**src/rtl/approx_mul_pkg.sv**
```systemverilog
// Shared types and helpers for the approximate multiplier pipeline.
// Optional error statistics are enabled with APPROX_MUL_ERR_STATS_EN.
package approx_mul_pkg;

  typedef enum logic [1:0] {
    MODE_EXACT  = 2'b00,
    MODE_OR     = 2'b01,
    MODE_ACARRY = 2'b10,
    MODE_ELIM   = 2'b11
  } mode_e;

  // Width of one compressed row-pair value V_p.
  function automatic int vp_width(input int width);
    return width + 2;
  endfunction

endpackage

```
**src/rtl/approx_ha_pair.sv**
```systemverilog
// One row pair compressed by a configurable half-adder array into V_p.
// Purely combinational; instantiated once per row pair by approx_mul_pipe.
module approx_ha_pair
  import approx_mul_pkg::*;
#(
  parameter int WIDTH = 8
) (
  input  logic [WIDTH-1:0]         row_a,
  input  logic [WIDTH-1:0]         row_b,
  input  logic [2*(WIDTH-1)-1:0]   mode,
  output logic [vp_width(WIDTH)-1:0] vp
);

  localparam int VW = vp_width(WIDTH);

  logic a, b, s, c;

  always_comb begin
    // NOTE: every variable written here gets a value before any branch, so no latch is inferred.
    a  = 1'b0;
    b  = 1'b0;
    s  = 1'b0;
    c  = 1'b0;
    vp = VW'(row_a[0]) + (VW'(row_b[WIDTH-1]) << WIDTH);
    for (int j = 1; j < WIDTH; j++) begin
      a = row_a[j];
      b = row_b[j-1];
      unique case (mode_e'(mode[2*(j-1) +: 2]))
        MODE_EXACT:  begin s = a ^ b; c = a & b; end
        MODE_OR:     begin s = a | b; c = 1'b0;  end
        MODE_ACARRY: begin s = 1'b0;  c = a;     end
        MODE_ELIM:   begin s = 1'b0;  c = 1'b0;  end
      endcase
      vp = vp + (VW'(s) << j) + (VW'(c) << (j + 1));
    end
  end

endmodule

```
**src/rtl/approx_mul_pipe.sv**
```systemverilog
// Pipelined approximate WIDTHxWIDTH multiplier with a per-pair mode table.
// Define APPROX_MUL_ERR_STATS_EN to add exact-product error statistics.
module approx_mul_pipe
  import approx_mul_pkg::*;
#(
  parameter  int WIDTH  = 8,
  parameter  int STAT_W = 32,
  localparam int NPAIR  = WIDTH / 2
) (
  input  logic                       clk,
  input  logic                       rst,
  input  logic                       in_valid,
  output logic                       in_ready,
  input  logic [WIDTH-1:0]           in_x,
  input  logic [WIDTH-1:0]           in_y,
  output logic                       out_valid,
  input  logic                       out_ready,
  output logic [2*WIDTH-1:0]         out_prod,
  input  logic                       cfg_we,
  input  logic [$clog2(NPAIR)-1:0]   cfg_addr,
  input  logic [2*(WIDTH-1)-1:0]     cfg_data,
  input  logic                       stat_clr,
  output logic [31:0]                stat_ops,
  output logic [STAT_W-1:0]          stat_err
);

  localparam int CW = 2 * (WIDTH - 1);
  localparam int VW = vp_width(WIDTH);
  localparam int PW = 2 * WIDTH;

  logic [CW-1:0]    cfg_q  [NPAIR];
  logic [CW-1:0]    snap_q [NPAIR];
  logic [WIDTH-1:0] x_q, y_q;
  logic [VW-1:0]    vp_d   [NPAIR];
  logic [VW-1:0]    vp_q   [NPAIR];
  logic [PW-1:0]    prod_d, prod_q;
  logic             s0_valid_q, s1_valid_q, s2_valid_q;

  // The whole pipe advances together; only a refused output holds it.
  assign in_ready  = !(s2_valid_q && !out_ready);
  assign out_valid = s2_valid_q;
  assign out_prod  = prod_q;

  for (genvar gp = 0; gp < NPAIR; gp++) begin : g_pair
    approx_ha_pair #(.WIDTH(WIDTH)) u_pair (
      .row_a (y_q & {WIDTH{x_q[2*gp]}}),
      .row_b (y_q & {WIDTH{x_q[2*gp+1]}}),
      .mode  (snap_q[gp]),
      .vp    (vp_d[gp])
    );
  end

  always_comb begin
    prod_d = '0;
    for (int p = 0; p < NPAIR; p++) begin
      prod_d = prod_d + (PW'(vp_q[p]) << (2 * p));
    end
  end

  // Control state and the mode table; all-zero table means every cell exact.
  always_ff @(posedge clk) begin
    if (rst) begin
      s0_valid_q <= 1'b0;
      s1_valid_q <= 1'b0;
      s2_valid_q <= 1'b0;
      prod_q     <= '0;
      for (int p = 0; p < NPAIR; p++) begin
        cfg_q[p] <= '0;
      end
    end else begin
      // NOTE: sequential state uses non-blocking assignments so every register samples pre-edge values.
      if (cfg_we && int'(cfg_addr) < NPAIR) begin
        cfg_q[cfg_addr] <= cfg_data;
      end
      if (in_ready) begin
        s0_valid_q <= in_valid;
        s1_valid_q <= s0_valid_q;
        s2_valid_q <= s1_valid_q;
        if (s1_valid_q) begin
          prod_q <= prod_d;
        end
      end
    end
  end

  // NOTE: datapath registers are left unreset; the stage valid bits make their contents irrelevant.
  always_ff @(posedge clk) begin
    if (in_ready) begin
      if (in_valid) begin
        x_q    <= in_x;
        y_q    <= in_y;
        snap_q <= cfg_q;
      end
      if (s0_valid_q) begin
        vp_q <= vp_d;
      end
    end
  end

`ifdef APPROX_MUL_ERR_STATS_EN
  localparam int SW = ((STAT_W > PW) ? STAT_W : PW) + 1;

  logic [PW-1:0]     exact1_q, exact2_q, diff;
  logic [SW-1:0]     err_sum;
  logic [STAT_W-1:0] err_d, err_q;
  logic [31:0]       ops_q;

  always_ff @(posedge clk) begin
    if (in_ready) begin
      if (s0_valid_q) begin
        exact1_q <= PW'(x_q) * PW'(y_q);
      end
      if (s1_valid_q) begin
        exact2_q <= exact1_q;
      end
    end
  end

  always_comb begin
    diff    = (exact2_q >= prod_q) ? (exact2_q - prod_q) : (prod_q - exact2_q);
    err_sum = SW'(err_q) + SW'(diff);
    err_d   = (err_sum > SW'({STAT_W{1'b1}})) ? '1 : err_sum[STAT_W-1:0];
  end

  always_ff @(posedge clk) begin
    if (rst || stat_clr) begin
      ops_q <= '0;
      err_q <= '0;
    end else if (s2_valid_q && out_ready) begin
      ops_q <= ops_q + 32'd1;
      err_q <= err_d;
    end
  end

  assign stat_ops = ops_q;
  assign stat_err = err_q;
`else
  logic unused_stat_clr;

  assign unused_stat_clr = stat_clr;
  assign stat_ops        = '0;
  assign stat_err        = '0;
`endif

endmodule

```
**config.mk**
```make
export PLATFORM = sky130hd
export DESIGN_NAME = approx_mul_pipe
export DESIGN_NICKNAME = d
export VERILOG_FILES = /design/src/rtl/approx_mul_pkg.sv /design/src/rtl/approx_ha_pair.sv /design/src/rtl/approx_mul_pipe.sv
export SDC_FILE = /design/constraint.sdc
export NUM_CORES = 1
export LEC_CHECK = 0
export BUFFER_PORTS_ARGS = -buffer_cell sky130_fd_sc_hd__clkbuf_2
export CORE_ASPECT_RATIO = 0.75
export CORE_MARGIN = 2
export CORE_UTILIZATION = 54
export CTS_CLUSTER_DIAMETER = 40
export DETAILED_ROUTE_END_ITERATION = 8
export GPL_TIMING_DRIVEN = 0
export PLACE_DENSITY = 0.78
export REMOVE_ABC_BUFFERS = 1
export SYNTH_ARGS = -nofsm -noshare
export SYNTH_HDL_FRONTEND = slang
export SYNTH_SLANG_ARGS = --single-unit
```
**constraint.sdc**
```tcl
create_clock -name clk -period 2.95 [get_ports clk]
set_input_delay 0.295 -clock clk [delete_from_list [all_inputs] [get_ports clk]]
set_output_delay 0.295 -clock clk [all_outputs]
set_load 0.02 [all_outputs]
```
==> flow_summary.json, run 1 <==
{
  "grt_start_max_net_pins": 76,
  "synth-edff-count": 112,
  "core_area_sq_um": 19200,
  "slew_headroom_pct": 31.2,
  "synth_cell_types": 49,
  "grt_overflow": 0,
  "start_util_pct": 54.6,
  "place_area_sq_um": 10700,
  "via_per_inst": 5.11,
  "synth_simple_gate_area_share_pct": 12.6,
  "critPathCaptureType": "flop",
  "ant_nets": 0,
  "grt_antenna_before_repair": 0,
  "cts_root_buf": "clkbuf_16",
  "gp_congestion": 0.823,
  "cts_sinks": 187,
  "crit_top_cell": "fa_1",
  "dieArea_sq_um": 20500,
  "drcViolationCount": 0,
  "die_h_um": 125,
  "portBuffers": 54,
  "status": "finished, final reports clean",
  "powerDensity_nw_per_um2": 578,
  "setup_slack_ns": 0.0295,
  "synthXorXnorAreaFrac_pct": 1.51,
  "ctsHoldBuffers": 0,
  "clkSlewWorstSetupHoldPaths_ns": 0.07,
  "area_growth_syn_to_layout_pct": 10.2,
  "n_antenna_cell": 0,
  "die_w_um": 165,
  "cp_slowest_cell": "fa_1",
  "cts.path.max_buffers": 2,
  "path_cells": "fa_1, fa_1, ha_4, nor2b_4, o31ai_4, a21oi_2, or3_1, a32o_1",
  "htreeDepth": 4,
  "worstSetupStartpointType": "flop",
  "fin_nets": 1275,
  "dp_cells": 1334,
  "fin_cells": 1379,
  "synth-warning-count": 0,
  "num_vias": 7040,
  "synthAdderAreaFrac_pct": 16.0,
  "synthArstFlopShare_pct": 0,
  "synthMuxAreaShare_pct": 4.59,
  "fin_skew_ns": 0.0137,
  "finalHoldViolCount": 0,
  "grt_pass1_vias": 6695,
  "clkLatencyLatePin_ns": 0.45,
  "grt_pass1_wl_mm": 33.1,
  "detail_route.iter0.violations": 554,
  "required_ns": 3.29,
  "setup_viol": 0,
  "rows": 44,
  "wl_mm": 21.1,
  "fin_crit_sh_pct": 99.0,
  "clock.fmax_mhz": 342,
  "io_pins": 120,
  "grt_usage_pct": 21.2,
  "cp_top_family": "adder cells",
  "ys_ff_latch": 187,
  "leakagePower_nw": 5.34,
  "holdWs_ns": 0.0236,
  "period_needed_ns": 2.92,
  "cts_tree": "yes",
  "cp.arrival_ns": 3.26,
  "dpl_worst_slack_ns": -0.0781,
  "max_stage_delay_ns": 0.56,
  "hold_class": "in -> reg",
  "layout-drive-gt1-share_pct": 11.5,
  "wl_per_cell_um": 15.3,
  "crit_buf_inv": 0,
  "finalInstanceArea_sq_um": 11500,
  "postSynthAreaPerCell_sq_um": 9.90,
  "synthCells": 1057,
  "timing.final.max_slew_violations": 0,
  "ys_seq_area_share_pct": 46.5,
  "synth_compound_area_share_pct": 9.01,
  "worst_pin_slew_ns": 1.03,
  "cts_made_buffers": 17,
  "criticalPathCategory": "reg -> reg",
  "drtPass1Iterations": 5,
  "hpwl_mm": 15.1,
  "max_cap_violations": 0,
  "synth_top_family_by_area": "adder cells",
  "vdd_ir_drop_max_mv": 0.394,
  "syn_area_sq_um": 10500,
  "fin_tns_setup_ns": 0,
  "critPathMaxFanout": 3,
  "yosys_most_used_dff": "edfxtp_1"
}
-- state kept, by name (all words and copies together) (netlist names) --
signal      count
snap_q         56
out_prod       16
x_q             8
s1_valid_q      1
out_valid       1
s0_valid_q      1
cfg_q          56
vp_q           40
y_q             8
-- Yosys cell counts (all sizes together) (3+ instances only) --
cell,instances,area (sq um)
inv,113,424
a21oi,93,465
xnor2,13,114
xor2,5,43.8
o21a,5,37.5
a21o,10,75.1
and2,23,144
o211ai,5,37.5
or3,6,37.5
dfxtp,75,1500
nand3,7,35.0
edfxtp,112,3360
o21bai,8,60.1
clkbuf,26,97.6
a211oi,13,97.6
ha,107,1340
nor2,81,304
mux2i,48,480
nand2,182,683
o21ai,11,55.1
buf,68,499
fa,17,340
nor3,3,15.0
-- layer usage --
metal | global-route usage, % | share of wire [%] | vias to the layer above
met5 | 0 | 0 | -
met4 | 6.39 | 1.9 | 0
met3 | 4.40 | 6.6 | 28
met2 | 31.9 | 45 | 189
met1 | 30.8 | 47 | 3310
li1 | - | - | 3513
-- metrics by stage --
stage	total power [mW]	util, %
finish	6.67	60.2
global route	6.98	60.2
CTS	6.61	59.5
detailed placement	4.22	56.0
global placement	4.18	55.8
floorplan	3.91	-
-- timing repair --
action                                  in CTS  in global routing
setup buffers                                4                  9
pin swaps                                    0                 15
endpoints found under the setup margin       6                 15
gates resized for setup                      3                 20
-- layout by cell type (no fill, tap or decap), types with 5 or more instances in the layout --
master	Yosys	layout
a211oi_1	13	9
a21o_1	10	10
a21oi_1	93	86
a21oi_2	0	7
and2_1	22	20
buf_4	64	13
clkbuf_16	0	19
clkbuf_2	0	53
conb_1	1	64
dfxtp_1	75	75
edfxtp_1	112	112
fa_1	17	15
ha_1	107	103
inv_1	113	111
mux2i_1	48	48
nand2_1	182	182
nand3_1	7	7
nor2_1	81	81
o211ai_1	5	5
o21a_1	5	5
o21ai_0	10	10
o21bai_1	8	8
or3_1	6	6
xnor2_1	13	13
xor2_1	5	5
-- cell type report --
cell class	count	area (sq um)
Fill cell	1592	7620
Multi-Input combinational cell	726	4920
Sequential cell	187	4860
Clock buffer	20	479
Inverter	113	424
Timing Repair Buffer	68	398
Tap cell	253	317
Clock inverter	12	136
-- report_power, final --
group,switching (mW),total (mW),leakage (nW),internal [mW]
clock network,1.08,2.38,0.306,1.30
logic,0.739,1.23,3.32,0.495
registers,0.120,3.06,1.72,2.94
-- final timing paths --
check	startpoint	endpoint	slack [ns]	cells after the start
max	vp_q[0]$_DFFE_PP_	out_prod[12]$_SDFFE_PP0P_	0.03	8
min	in_x[5]	x_q[5]$_DFFE_PP_	0.02	1
max reg2reg	vp_q[0]$_DFFE_PP_	out_prod[12]$_SDFFE_PP0P_	0.03	8
min reg2reg	cfg_q[25]$_SDFFE_PP0P_	snap_q[25]$_DFFE_PP_	0.42	0
-- kinds of logic after synthesis --
family | count (synthesis)
mux | 48
xor+xnor | 18
other cells | 1
fa+ha+maj | 124
simple gates | 315
buf+inv | 207
flops | 187
compound gates | 157
Power figures use the tool's default switching activity.
==> run 2: changes to the inputs <==
Settings changed: CAP_MARGIN set to 20, CORE_UTILIZATION 54 to 50, PLACE_DENSITY 0.78 to 0.73.
==> run 2 against run 1 <==
  * Sequential share of layout area down 0.31 points
  * Clock power about the same
  * Highest routed layer unchanged
  * Sequential cell count did not move
==> flow_summary.json, run 2 (synthesis gave the netlist of run 1 again) <==
{
  "grt_antenna_before_repair": 0,
  "cts.path.max_buffers": 2,
  "fin_crit_sh_pct": 98.0,
  "start_util_pct": 51.4,
  "reg_top3": "cfg_q (56), snap_q (56), vp_q (40)",
  "htreeDepth": 4,
  "gp_congestion": 0.834,
  "drtPass1Iterations": 5,
  "cp.arrival_ns": 3.23,
  "fin_skew_ns": 0.0128,
  "vdd_ir_drop_max_mv": 0.341,
  "critPathMaxFanout": 4,
  "grt_usage_pct": 20.0,
  "slew_headroom_pct": 29.9,
  "dieArea_sq_um": 22100,
  "num_vias": 7008,
  "clkSlewWorstSetupHoldPaths_ns": 0.08,
  "critPathCaptureType": "flop",
  "cts_tree": "yes",
  "place_area_sq_um": 10800,
  "rsz0062_at_grt": "yes",
  "status": "finished, final reports clean",
  "max_cap_violations": 0,
  "layout-drive-gt1-share_pct": 12.0,
  "worstSetupStartpointType": "flop",
  "grt_pass1_wl_mm": 33.5,
  "fin_nets": 1278,
  "worst_pin_slew_ns": 1.05,
  "ctsHoldBuffers": 0,
  "setup_viol": 0,
  "via_per_inst": 4.97,
  "core_area_sq_um": 20400,
  "leakagePower_nw": 5.36,
  "clock.fmax_mhz": 346,
  "fin_cells": 1411,
  "timing.final.max_slew_violations": 0,
  "hold_class": "in -> reg",
  "dpl_worst_slack_ns": -0.137,
  "wl_per_cell_um": 15.1,
  "grt_pass1_vias": 6505,
  "regToRegSetupSlack_ns": 0.06,
  "drcViolationCount": 0,
  "finalHoldViolCount": 0,
  "cts_made_buffers": 17,
  "p_total_mw": 6.68,
  "final_common_cell": "nand2_1",
  "cts_root_buf": "clkbuf_16",
  "ant_nets": 0,
  "final_core_util_pct": 57.0,
  "wl_mm": 21.3,
  "hpwl_mm": 15.4,
  "period_needed_ns": 2.89,
  "n_antenna_cell": 0,
  "portBuffers": 54,
  "final_cell_mix": "182 x nand2_1, 112 x edfxtp_1, 111 x inv_1",
  "die_h_um": 129,
  "cts_sinks": 187,
  "clkLatencyLatePin_ns": 0.44,
  "rows": 45,
  "detail_route.iter0.violations": 530,
  "grt_overflow": 0,
  "powerDensity_nw_per_um2": 574,
  "die_w_um": 171,
  "required_ns": 3.29,
  "grt_start_max_net_pins": 76,
  "area_growth_syn_to_layout_pct": 11.1,
  "setup_slack_ns": 0.0589,
  "io_pins": 120,
  "finalInstanceArea_sq_um": 11600,
  "criticalPathCategory": "reg -> reg",
  "dp_cells": 1363
}
## run 2: layout make-up
cell class | instances | area, sq um
clock buffer | 19 | 453
clock inverter | 13 | 170
fill | 1797 | 8760
inverter | 113 | 424
multi-input combinational | 726 | 4940
sequential | 187 | 4860
tap | 282 | 353
timing repair buffer | 71 | 424
## run 2: power breakdown
group          leakage, nW  total (mW)  internal [mW]  switching (mW)
logic                 3.33        1.25          0.502           0.746
clock network        0.305        2.38           1.26            1.11
registers             1.72        3.05           2.93           0.115
total                 5.36        6.68           4.70            1.98
## run 2: worst max-delay path: stages (launching register included)
cell and delay (ns):
edfxtp_1 0.41, fa_1 0.58, fa_1 0.46, ha_4 0.25
nor2b_4 0.14, o31ai_4 0.29, a21oi_2 0.10, or3_1 0.31
a32o_1 0.26
## run 2: worst paths after layout
path / from / endpoint / depth (start not counted)
setup / recovery: vp_q[12]$_DFFE_PP_ / out_prod[14]$_SDFFE_PP0P_ / 8
hold reg to reg: cfg_q[15]$_SDFFE_PP0P_ / snap_q[15]$_DFFE_PP_ / 0
hold / removal: in_y[2] / y_q[2]$_DFFE_PP_ / 1
setup reg to reg: vp_q[12]$_DFFE_PP_ / out_prod[14]$_SDFFE_PP0P_ / 8
## run 2: layer usage
| layer | wire length [um] | GRT usage [%] | part of all wire, % | vias to the layer above |
|---|---|---|---|---|
| met2 | 8980 | 28.7 | 42 | 173 |
| li1 | - | - | - | 3523 |
| met4 | 414 | 6.83 | 1.9 | 0 |
| met1 | 10900 | 29.9 | 51 | 3285 |
| met3 | 1060 | 4.22 | 5.0 | 27 |
| met5 | 0 | 0 | 0 | - |
## run 2: what timing repair did
action	in CTS	in global routing
pin swaps	0	12
gates resized for setup	3	25
setup endpoints to repair	6	15
buffers inserted	9	7
## run 2: stage by stage
stage                     TNS (ns)  hold slack [ns]
after floorplan                  0            0.364
after global placement      -48.76            0.412
after detailed placement    -0.464            0.414
after CTS                        0          0.00801
after global routing       -0.0864          0.00922
final                            0           0.0206
==> run 3: changes to the inputs <==
Settings changed: BUFFER_PORTS_ARGS -buffer_cell sky130_fd_sc_hd__clkbuf_2 to -buffer_cell sky130_fd_sc_hd__buf_2, RECOVER_POWER set to 50.
==> run 3 against run 2 <==
  * The run now ends with max-capacitance violations, max-slew violations left
  * Non-clock buffer count up 2
  * Clock power about the same
  * Global-route usage down 0.084 points
  * Combinational power about the same
  * Sequential cell count unchanged
  * Power down 0.69%
  * Final cell count up 0.14%
  * Sequential power about the same
  * Critical endpoint is now out_prod[12]$_SDFFE_PP0P_
  * Largest power group unchanged
==> flow_summary.json, run 3 (synthesis gave the netlist of run 1 again) <==
{
  "vdd_ir_drop_max_mv": 0.375,
  "setup_viol": 0,
  "via_per_inst": 4.95,
  "power.switching_mw": 1.94,
  "period_needed_ns": 2.84,
  "p_int_mw": 4.69,
  "pwr-share-comb_pct": 18.5,
  "cts_root_buf": "clkbuf_16",
  "worstSetupStartpointType": "flop",
  "dp_cells": 1364,
  "start_util_pct": 51.4,
  "wl_per_cell_um": 15.0,
  "cts_made_buffers": 17,
  "criticalPathCategory": "reg -> reg",
  "finalHoldViolCount": 0,
  "critPathCaptureType": "flop",
  "leakagePower_nw": 5.28,
  "die_w_um": 171,
  "fillers": 1798,
  "hpwl_mm": 15.4,
  "area_growth_syn_to_layout_pct": 10.8,
  "reg_top3": "cfg_q (56), snap_q (56), vp_q (40)",
  "fin_tns_setup_ns": 0,
  "clkLatencyLatePin_ns": 0.44,
  "grt_overflow": 0,
  "layout-drive-gt1-share_pct": 9.90,
  "grt_pass1_vias": 6534,
  "final_core_util_pct": 56.9,
  "n_antenna_cell": 0,
  "worst_pin_slew_ns": 1.64,
  "violations": "max-capacitance violations, max-slew violations",
  "powerDensity_nw_per_um2": 572,
  "num_vias": 6988,
  "p_total_mw": 6.63,
  "grt_pass1_wl_mm": 33.2,
  "fin_nets": 1280,
  "htreeDepth": 4,
  "portBuffers": 54,
  "rr_worst_depth": 8,
  "hold_class": "in -> reg",
  "fin_cells": 1413,
  "drcViolationCount": 0,
  "clkSlewWorstSetupHoldPaths_ns": 0.07,
  "timing.final.max_slew_violations": 15,
  "required_ns": 3.28,
  "gp_congestion": 0.826,
  "cts_tree": "yes",
  "grt_usage_pct": 19.9,
  "seq_power_share_pct": 46.0,
  "whs_path_depth": 1,
  "clock.fmax_mhz": 352,
  "final_cell_mix": "181 x nand2_1, 112 x inv_1, 112 x edfxtp_1",
  "detail_route.iter0.violations": 504,
  "critPathMaxFanout": 4,
  "switching_share_pct": 29.2,
  "ant_nets": 0,
  "p_clk_share_pct": 35.5,
  "grt_antenna_before_repair": 0,
  "cp.arrival_ns": 3.17,
  "grt_start_max_net_pins": 70,
  "io_pins": 120,
  "die_h_um": 129,
  "status": "complete, but fails checks",
  "ctsHoldBuffers": 0,
  "rows": 45,
  "dieArea_sq_um": 22100,
  "final_common_cell": "nand2_1",
  "core_area_sq_um": 20400,
  "cts.path.max_buffers": 2,
  "drtPass1Iterations": 6,
  "fin_crit_sh_pct": 96.3,
  "cts_sinks": 187,
  "slew_headroom_pct": -9.85,
  "max_cap_violations": 1,
  "fin_skew_ns": 0.0125,
  "wl_mm": 21.2
}
==> run 3: stage by stage <==
stage               hold slack (ns)  setup slack (ns)  cell area (sq um)
floorplan                     0.364            0.0660              10100
global placement              0.412            -0.688              10700
CTS                          0.0119           0.00890              11500
detailed placement            0.415            -0.160              10800
global route                 0.0102           -0.0210              11600
finish                       0.0341             0.109              11600
==> run 3: cell type report <==
cell class                 count  area, sq um  share of cell area (%)
timing repair buffer          73          414                    3.57
clock inverter                11          114                   0.982
tap                          282          353                    3.04
sequential                   187         4860                    42.0
inverter                     113          424                    3.66
multi-input combinational    726         4920                    42.4
clock buffer                  21          504                    4.35
==> run 3: metal layers <==
metal	vias to the layer above	track usage [%]	wire length [um]
li1	3522	-	-
met1	3260	29.3	10700
met2	187	29.8	9060
met3	19	4.49	1220
met4	0	4.94	248
met5	-	0	0
==> run 3: power by group through the flow <==
stage | logic [mW] | registers [mW] | clock network (mW)
2_1_floorplan | 0.821 | 3.09 | 0
3_3_place_gp | 1.07 | 3.12 | 0
3_5_place_dp | 1.11 | 3.11 | 0
4_1_cts | 1.15 | 3.05 | 2.40
5_1_grt | 1.38 | 3.06 | 2.50
6_report | 1.22 | 3.05 | 2.36
==> run 3: final timing paths <==
check                         startpoint                         to  slack [ns]
setup / recovery      vp_q[12]$_DFFE_PP_  out_prod[12]$_SDFFE_PP0P_        0.11
hold / removal                   in_x[0]           x_q[0]$_DFFE_PP_        0.03
hold reg to reg   cfg_q[25]$_SDFFE_PP0P_       snap_q[25]$_DFFE_PP_        0.43
setup reg to reg      vp_q[12]$_DFFE_PP_  out_prod[12]$_SDFFE_PP0P_        0.11
==> run 3: worst max-delay path: stages, from the launching register on <==
cell and delay [ns]:
edfxtp_1 0.40, fa_1 0.56, fa_1 0.45, ha_4 0.25, nor2b_4 0.14, o31ai_4 0.29, a21oi_2 0.09, or3_1 0.32
a32o_1 0.25
==> run 3: timing repair <==
item / in CTS / in global routing
hold endpoints to repair: 0 / 0
pin swaps: 0 / 10
setup buffers: 9 / 8
gates cloned: 0 / 0
setup endpoints to repair: 6 / 14
gates resized for setup: 4 / 23
